**src/rtl/tlul_sram_responder.sv**
```systemverilog
// tlul_sram_responder
//   Device-side TL-UL responder. Terminates one crossbar device port and
//   turns A-channel Get / PutFullData / PutPartialData requests into
//   single-port SRAM accesses with a one-cycle read latency. Responses
//   (AccessAck / AccessAckData) go back in acceptance order through a small
//   response FIFO. a_ready is derived from FIFO occupancy plus the one
//   in-flight access, so it never depends combinationally on d_ready.
//
// Ports
//   clk_i    : clock, all state on posedge
//   rst_i    : synchronous, active-high reset
//   tl_i     : A channel from the crossbar plus d_ready
//   tl_o     : D channel to the crossbar plus a_ready
//   req_o    : SRAM access strobe, one cycle per accepted request
//   we_o     : 1 = write, 0 = read
//   addr_o   : SRAM word address (a_address[SramAw+1:2])
//   wdata_o  : write data
//   wmask_o  : bit write mask, a_mask byte lanes expanded to 8 bits each
//   rdata_i  : SRAM read data, valid the cycle after req_o
//
// Build option
//   TLUL_ERR_CHECK_EN : when defined, malformed requests (bad opcode, size,
//   alignment or mask) get d_error=1 and never touch the SRAM. When
//   undefined, every accepted request accesses the SRAM, unknown opcodes are
//   treated as reads and d_error is always 0.

package tlul_pkg;
  typedef struct packed {
    logic        a_valid;
    logic [2:0]  a_opcode;
    logic [2:0]  a_param;
    logic [1:0]  a_size;
    logic [7:0]  a_source;
    logic [31:0] a_address;
    logic [3:0]  a_mask;
    logic [31:0] a_data;
    logic [15:0] a_user;
    logic        d_ready;
  } tl_h2d_t;

  typedef struct packed {
    logic        d_valid;
    logic [2:0]  d_opcode;
    logic [2:0]  d_param;
    logic [1:0]  d_size;
    logic [7:0]  d_source;
    logic        d_sink;
    logic [31:0] d_data;
    logic [15:0] d_user;
    logic        d_error;
    logic        a_ready;
  } tl_d2h_t;
endpackage

module tlul_sram_responder
  import tlul_pkg::*;
#(
  parameter int SramAw   = 12,
  parameter int RspDepth = 3
) (
  input  logic              clk_i,
  input  logic              rst_i,
  input  tl_h2d_t           tl_i,
  output tl_d2h_t           tl_o,
  output logic              req_o,
  output logic              we_o,
  output logic [SramAw-1:0] addr_o,
  output logic [31:0]       wdata_o,
  output logic [31:0]       wmask_o,
  input  logic [31:0]       rdata_i
);

  localparam int CntW = $clog2(RspDepth + 1);
  localparam int PtrW = (RspDepth > 1) ? $clog2(RspDepth) : 1;

  localparam logic [2:0] OpPutFull    = 3'd0;
  localparam logic [2:0] OpPutPartial = 3'd1;

  typedef struct packed {
    logic       data_rsp;
    logic [1:0] size;
    logic [7:0] source;
    logic       error;
  } meta_t;

  typedef struct packed {
    logic [2:0]  opcode;
    logic [1:0]  size;
    logic [7:0]  source;
    logic [31:0] data;
    logic        error;
  } rsp_t;

  function automatic logic [PtrW-1:0] ptr_inc(input logic [PtrW-1:0] ptr);
    if (ptr == PtrW'(RspDepth - 1)) return '0;
    return ptr + PtrW'(1);
  endfunction

  logic            is_put_p0;
  logic            data_rsp_p0;
  logic            err_p0;
  logic            a_ready_p0;
  logic            accept_p0;
  logic            vld_p1;
  meta_t           meta_p1;
  rsp_t            rsp_p1;
  logic [CntW-1:0] count;
  logic [PtrW-1:0] wptr;
  logic [PtrW-1:0] rptr;
  logic            push;
  logic            pop;
  logic            d_valid;
  rsp_t            fifo_mem [RspDepth];
  rsp_t            head;
  logic            unused_bits;

  // Stage p0: request decode, credit check and SRAM strobe
  assign is_put_p0 = (tl_i.a_opcode == OpPutFull) || (tl_i.a_opcode == OpPutPartial);

`ifdef TLUL_ERR_CHECK_EN
  localparam logic [2:0] OpGet = 3'd4;

  // Byte lanes a legal access of this size/offset may touch.
  function automatic logic [3:0] lane_window(input logic [1:0] size, input logic [1:0] offs);
    case (size)
      2'd0:    lane_window = 4'b0001 << offs;
      2'd1:    lane_window = offs[1] ? 4'b1100 : 4'b0011;
      default: lane_window = 4'b1111;
    endcase
  endfunction

  logic [3:0] win_p0;
  logic       misalign_p0;

  always_comb begin
    win_p0      = lane_window(tl_i.a_size, tl_i.a_address[1:0]);
    misalign_p0 = ((tl_i.a_size == 2'd1) && tl_i.a_address[0]) ||
                  ((tl_i.a_size == 2'd2) && (tl_i.a_address[1:0] != 2'b00));
    err_p0      = !(is_put_p0 || (tl_i.a_opcode == OpGet)) ||
                  (tl_i.a_size == 2'd3) || misalign_p0 ||
                  ((tl_i.a_mask & ~win_p0) != 4'b0000) ||
                  ((tl_i.a_opcode == OpPutFull) && (tl_i.a_mask != win_p0));
    // Unknown opcodes answer with a plain AccessAck.
    data_rsp_p0 = (tl_i.a_opcode == OpGet);
  end
`else
  assign err_p0      = 1'b0;
  assign data_rsp_p0 = !is_put_p0;
`endif

  // Occupancy counts the in-flight access so a response always has a slot.
  assign a_ready_p0 = !rst_i && ((int'(count) + int'(vld_p1)) < RspDepth);
  assign accept_p0  = tl_i.a_valid && a_ready_p0;

  assign req_o   = accept_p0 && !err_p0;
  assign we_o    = req_o && is_put_p0;
  assign addr_o  = tl_i.a_address[SramAw+1:2];
  assign wdata_o = tl_i.a_data;

  always_comb begin
    wmask_o = '0;
    for (int i = 0; i < 4; i++) wmask_o[8*i +: 8] = {8{tl_i.a_mask[i]}};
  end

  // Stage p1: SRAM data returns, response entry formed
  always_ff @(posedge clk_i) begin
    if (rst_i) vld_p1 <= 1'b0;
    else       vld_p1 <= accept_p0;
  end

  always_ff @(posedge clk_i) begin
    if (accept_p0) begin
      meta_p1 <= '{data_rsp: data_rsp_p0, size: tl_i.a_size,
                   source: tl_i.a_source, error: err_p0};
    end
  end

  always_comb begin
    rsp_p1.opcode = meta_p1.data_rsp ? 3'd1 : 3'd0;
    rsp_p1.size   = meta_p1.size;
    rsp_p1.source = meta_p1.source;
    rsp_p1.data   = (meta_p1.data_rsp && !meta_p1.error) ? rdata_i : 32'h0;
    rsp_p1.error  = meta_p1.error;
  end

  // Stage p2: response FIFO and D channel
  assign push    = vld_p1;
  assign d_valid = !rst_i && (count != '0);
  assign pop     = d_valid && tl_i.d_ready;

  always_ff @(posedge clk_i) begin
    if (rst_i) begin
      count <= '0;
      wptr  <= '0;
      rptr  <= '0;
    end else begin
      if (push) wptr <= ptr_inc(wptr);
      if (pop)  rptr <= ptr_inc(rptr);
      count <= count + CntW'(push) - CntW'(pop);
    end
  end

  always_ff @(posedge clk_i) begin
    if (push) fifo_mem[wptr] <= rsp_p1;
  end

  assign head = fifo_mem[rptr];

  always_comb begin
    tl_o          = '0;
    tl_o.d_valid  = d_valid;
    tl_o.d_opcode = head.opcode;
    tl_o.d_size   = head.size;
    tl_o.d_source = head.source;
    tl_o.d_data   = head.data;
    tl_o.d_error  = head.error;
    tl_o.a_ready  = a_ready_p0;
  end

  // Fields the crossbar has already consumed or that carry no meaning here.
  assign unused_bits = ^{tl_i.a_param, tl_i.a_user,
                         tl_i.a_address[31:SramAw+2], tl_i.a_address[1:0]};

endmodule

```
**config.mk**
```make
export PLATFORM = sky130hd
export DESIGN_NAME = tlul_sram_responder
export DESIGN_NICKNAME = d
export VERILOG_FILES = /design/src/rtl/tlul_sram_responder.sv
export SDC_FILE = /design/constraint.sdc
export NUM_CORES = 1
export LEC_CHECK = 0
export ABC_AREA = 1
export BUFFER_PORTS_ARGS = -buffer_cell sky130_fd_sc_hd__buf_2
export CAP_MARGIN = 5
export CORE_MARGIN = 10
export CORE_UTILIZATION = 48
export DETAILED_ROUTE_END_ITERATION = 8
export PLACE_DENSITY = 0.85
export SYNTH_ARGS = -nofsm -noshare
export SYNTH_HDL_FRONTEND = slang
export SYNTH_SLANG_ARGS = --single-unit
```
**constraint.sdc**
```tcl
create_clock -name clk_i -period 5.7 [get_ports clk_i]
set_clock_uncertainty 0.05 [all_clocks]
set_input_delay 0.57 -clock clk_i [delete_from_list [all_inputs] [get_ports clk_i]]
set_output_delay 0.57 -clock clk_i [all_outputs]
set_load 0.05 [all_outputs]
```
======== Word-level counts from Yosys, hierarchy flattened ========
Memories as Yosys holds them, arrays and structs flattened. A register that Yosys moved wholly into a read port is not among the register bits.
Cells that the tools add are included.
word-level totals
  bits in registers ....................... 18
  memory bits (writable) .................. 129
  input bits .............................. 136
  output and inout port bits .............. 146
  logic and storage cells ................. 43
  memories kept ........................... 1
memory list
  name      words  width  read ports  clocked after Yosys merged registers in  write ports  RTL line  RTL
  fifo_mem  3      43     1           1                                        1            113       rsp_t fifo_mem [RspDepth];
operators by class
  $add $sub $neg .......................... 5
  order comparisons ....................... 1
  eq/ne operators ......................... 3
  mux-type cells .......................... 16
  reductions and logical operators ........ 10
operators with widths
  cell                                                                           count
  32-bit 2-to-1 mux                                                              1
  2-bit 2-to-1 mux                                                               6
  1-bit 2-to-1 mux                                                               9
  1-bit logical AND                                                              5
  2-bit by 1-bit adder with 2-bit output (second input constant)                 2
  2-bit == test (second input constant)                                          2
  2-bit by 1-bit adder with 3-bit output                                         1
  3-bit by 1-bit == test with 1-bit output (second input constant)               1
  3-bit zero test                                                                1
  3-bit by 2-bit less-than comparator with 1-bit output (second input constant)  1
  2-bit by 1-bit adder with 2-bit output                                         1
  1-bit zero test                                                                2
  2-bit nonzero test                                                             1
  2-bit by 1-bit subtractor with 2-bit output                                    1
  1-bit logical OR                                                               1

======== Longest topological paths before layout ========
  depth in word-level cells ............... 8
  gate-level depth with buffers ........... 10
  gate-level depth less buffers ........... 10

======== Worst setup path after synthesis ========
No wires, ideal clock.
  path kind ............................... register to register
  from .................................... register vld_p1, in the netlist push
  to ...................................... memory fifo_mem[2][0] (netlist name) (enable)
  setup time .............................. 0.497 ns
  arrival time ............................ 3.395 ns
  data required time ...................... 5.153 ns
  path slack .............................. 1.759 ns
  stages on the path, launching flop included .. 3
  path buffers ............................ 0
  clock period less this slack ............ 3.941 ns
  path through ............................ dfxtp_1 > inv_1 > nor3_1
between the ends
  longest elaborated chain between the ends .. 2
ends and longest elaborated chain
  element                                 RTL line  RTL
  start: declaration                      104       logic vld_p1;
  start signal: assignment                168       else vld_p1 <= accept_p0;
  1-bit 2-to-1 mux                        204       if (push) fifo_mem[wptr] <= rsp_p1;
  1-bit 2-to-1 mux (not written as such)  204
  end: declaration                        113
Every way passes these cells.

==> flow_summary_export.csv <==
group,metric,value,unit
sta,drv_slew,0,
setup_path,crit_arrival,2.59,ns
synthesis,syn-instance-count,561,
sta,setup_ws,2.49,ns
synthesis,synth_ff_type,"edfxtp_1",
cts,htreeDepth,4,
cells_and_area,diodes,0,
die,rows,42,
grt,grt_pass1_wl,21700,um
grt,grt_pass1_vias,4046,
cells_and_area,fin_area,7070,um2
setup_path,cp_slowest_cell,"dfxtp_2",
setup_path,critPathBufInv,2,
job,maxCapViolations,0,
setup_path,crit_type,"flop to output pin",
cells_and_area,syn2layout_area_growth,7.62,%
detailed_routing,viasPerCell,5.05,
place,place_inst,735,
cts,holdBufCountCts,0,
cts,post_cts_resized,0,
setup_path,required,5.08,ns
cells_and_area,fillers,1154,
cts,cts.sinks,149,
cts,cts_tree,"done",
synthesis,synth_edf_count,140,
grt,antenna_found_initial,0,
cells_and_area,drive_gt1_share,24.4,%
cts,cts_buffer_depth,2,
cts,clk_pin_slew_worst_paths,0.06,ns
setup_path,end_kind,"output pin",
detailed_routing,first_pass_iters,5,
pwr,p_leak,2.94,nW
cts,cts-buffers-inserted,17,
synthesis,yosys_register_bits,149,
sta,worst_pin_slew,1.07,ns
cells_and_area,final_cell_count_no_fill,767,
cts,post_cts_buffers,0,
synthesis,ys_async_sr_fraction,0,%
detailed_routing,postRouteAntennaNets,0,
place,dpl_worst_slack,2.90,ns
detailed_routing,vias,3872,
detailed_routing,wire_per_inst,19.0,um
synthesis,post_synth_num_cell_types,23,
status,status,"finished, final reports clean",
cells_and_area,final_nets,717,
synthesis,ys_warn_count,0,
setup_path,cpLargestDelayFamily,"flip-flops",
detailed_routing,drc,0,
sta,finalSetupViolCount,0,
sta,fmax,0.312,GHz
pwr,ir_drop,0.000220,V
setup_path,start_kind,"flop",
sta,setup_tns,0,ns
die,start_util,49.2,%
die,die_area,18800,um2
place,place_congestion,0.755,
place,port_buffers,94,
sta,rsz0062_at_grt,"false",
detailed_routing,drt_iter0_drc,247,
sta,hold_viol_final,0,
die,die_w,137,um
cts,cts-root-buf,"clkbuf_16",
synthesis,synth_area,6570,um2
setup_path,slowest_delay,0.97,ns
detailed_routing,routed_wirelength,14600,um
place,placed_area,6480,um2
die,core_area,13300,um2
setup_path,worstPathMaxFanout,44,
grt,grt_max_degree,45,
pwr,power.density,400,nW/um2
sta,fin_crit_sh,56.3,%
hold_path,hold_path.class,"input pin to flop",
die,ios,282,
sta,max_slew_margin,28.7,%
grt,overflow,0,
setup_path,crit_chain,"inv_2 > nor2_1 > a21oi_1 > buf_2",
place,dpl.hpwl,9680,um
sta,period_minus_slack,3.21,ns
synthesis,avgSynthCellArea,11.7,um2
synthesis,synth-seq-area-share,66.7,%
cts,clock_latency,0.41,ns
die,dieHeight,137,um
grt,grtUsageTotal,15.2,%
[flip-flops by register name (all words and copies together) (netlist names), named ones only]
register and flops:
fifo_mem 129, meta_p1 11, count 2, rptr 2, wptr 2, push 1
[where the power goes]
group	internal (mW)	switching, mW	leakage, nW
Sequential	1.24	0.0349	1.37
Clock	0.620	0.474	0.276
Combinational	0.0981	0.365	1.30
Total	1.96	0.873	2.94
[Yosys cell counts (2+ instances only)]
master    count  share of area (%)
buf_2        11               0.84
ha_1          3               0.57
inv_1        45                2.6
edfxtp_1    140                 64
dfxtp_1       9                2.7
nor2_1       47                2.7
buf_6         4               0.69
inv_2         3               0.17
a21oi_1      90                6.9
nor3_1        2               0.15
nand3_1       5               0.38
nand2_1      85                4.9
buf_4       107                 12
[logic make-up (layout without fill, tap and decap cells)]
| logic type | count (synthesis) | in the layout | synth area share [%] |
|---|---|---|---|
| adder cells (fa/ha/maj) | 3 | 3 | 0.571 |
| XOR/XNOR | 1 | 1 | 0.133 |
| other | 1 | 23 | 0.0571 |
| buffers and inverters | 171 | 179 | 16.6 |
| flip-flops | 149 | 149 | 66.7 |
| AO/OA/AOI/OAI | 92 | 92 | 7.22 |
| AND/OR/NAND/NOR | 144 | 144 | 8.70 |
[per-layer routing]
layer | vias up | share of wire, % | wire length, um | global-route usage [%]
met3 | 38 | 9.0 | 1320 | 6.16
li1 | 1793 | - | - | -
met2 | 177 | 53 | 7730 | 27.3
met1 | 1864 | 36 | 5310 | 15.8
met5 | - | 0 | 0 | 0
met4 | 0 | 1.5 | 217 | 4.80
[layout make-up]
class | count | area (um2) | share of cell area (%)
Clock buffer | 17 | 425 | 6.02
Clock inverter | 15 | 168 | 2.37
Inverter | 49 | 186 | 2.64
Multi-Input combinational cell | 263 | 1180 | 16.7
Sequential cell | 149 | 4390 | 62.0
Tap cell | 176 | 220 | 3.11
Timing Repair Buffer | 98 | 500 | 7.08
[layout by cell type, fill, tap and decap left out, drive strengths merged]
master	n
or2	1
dfxtp	9
conb	23
nand4	1
nand3	5
clkbuf	17
buf	98
edfxtp	140
clkinvlp	4
xnor2	1
nor2	48
a21oi	91
nand2	87
inv	55
clkinv	4
o21bai	1
ha	3
bufinv	1
nor3	2
[stage by stage]
stage / util, % / power (mW) / hold slack (ns)
2_1_floorplan: - / 1.81 / 0.388
4_1_cts: 53.0 / 2.86 / 0.262
3_5_place_dp: 48.5 / 1.76 / 0.411
5_1_grt: 53.0 / 2.94 / 0.259
6_report: 53.0 / 2.83 / 0.280
3_3_place_gp: 48.5 / 1.75 / 0.391
[worst paths after layout]
kind / start / to / slack, ns / cells after the start
worst max-delay path: flop / tl_o[47] / 2.49 / 4
worst min-delay path: tl_i[87] / meta_p1[3] / 0.28 / 1
worst max register to register: push / fifo_mem[0][26] / 3.87 / 2
worst min register to register: meta_p1[9] / fifo_mem[0][40] / 0.43 / 0
No activity file was read; power rests on OpenSTA's default activity.
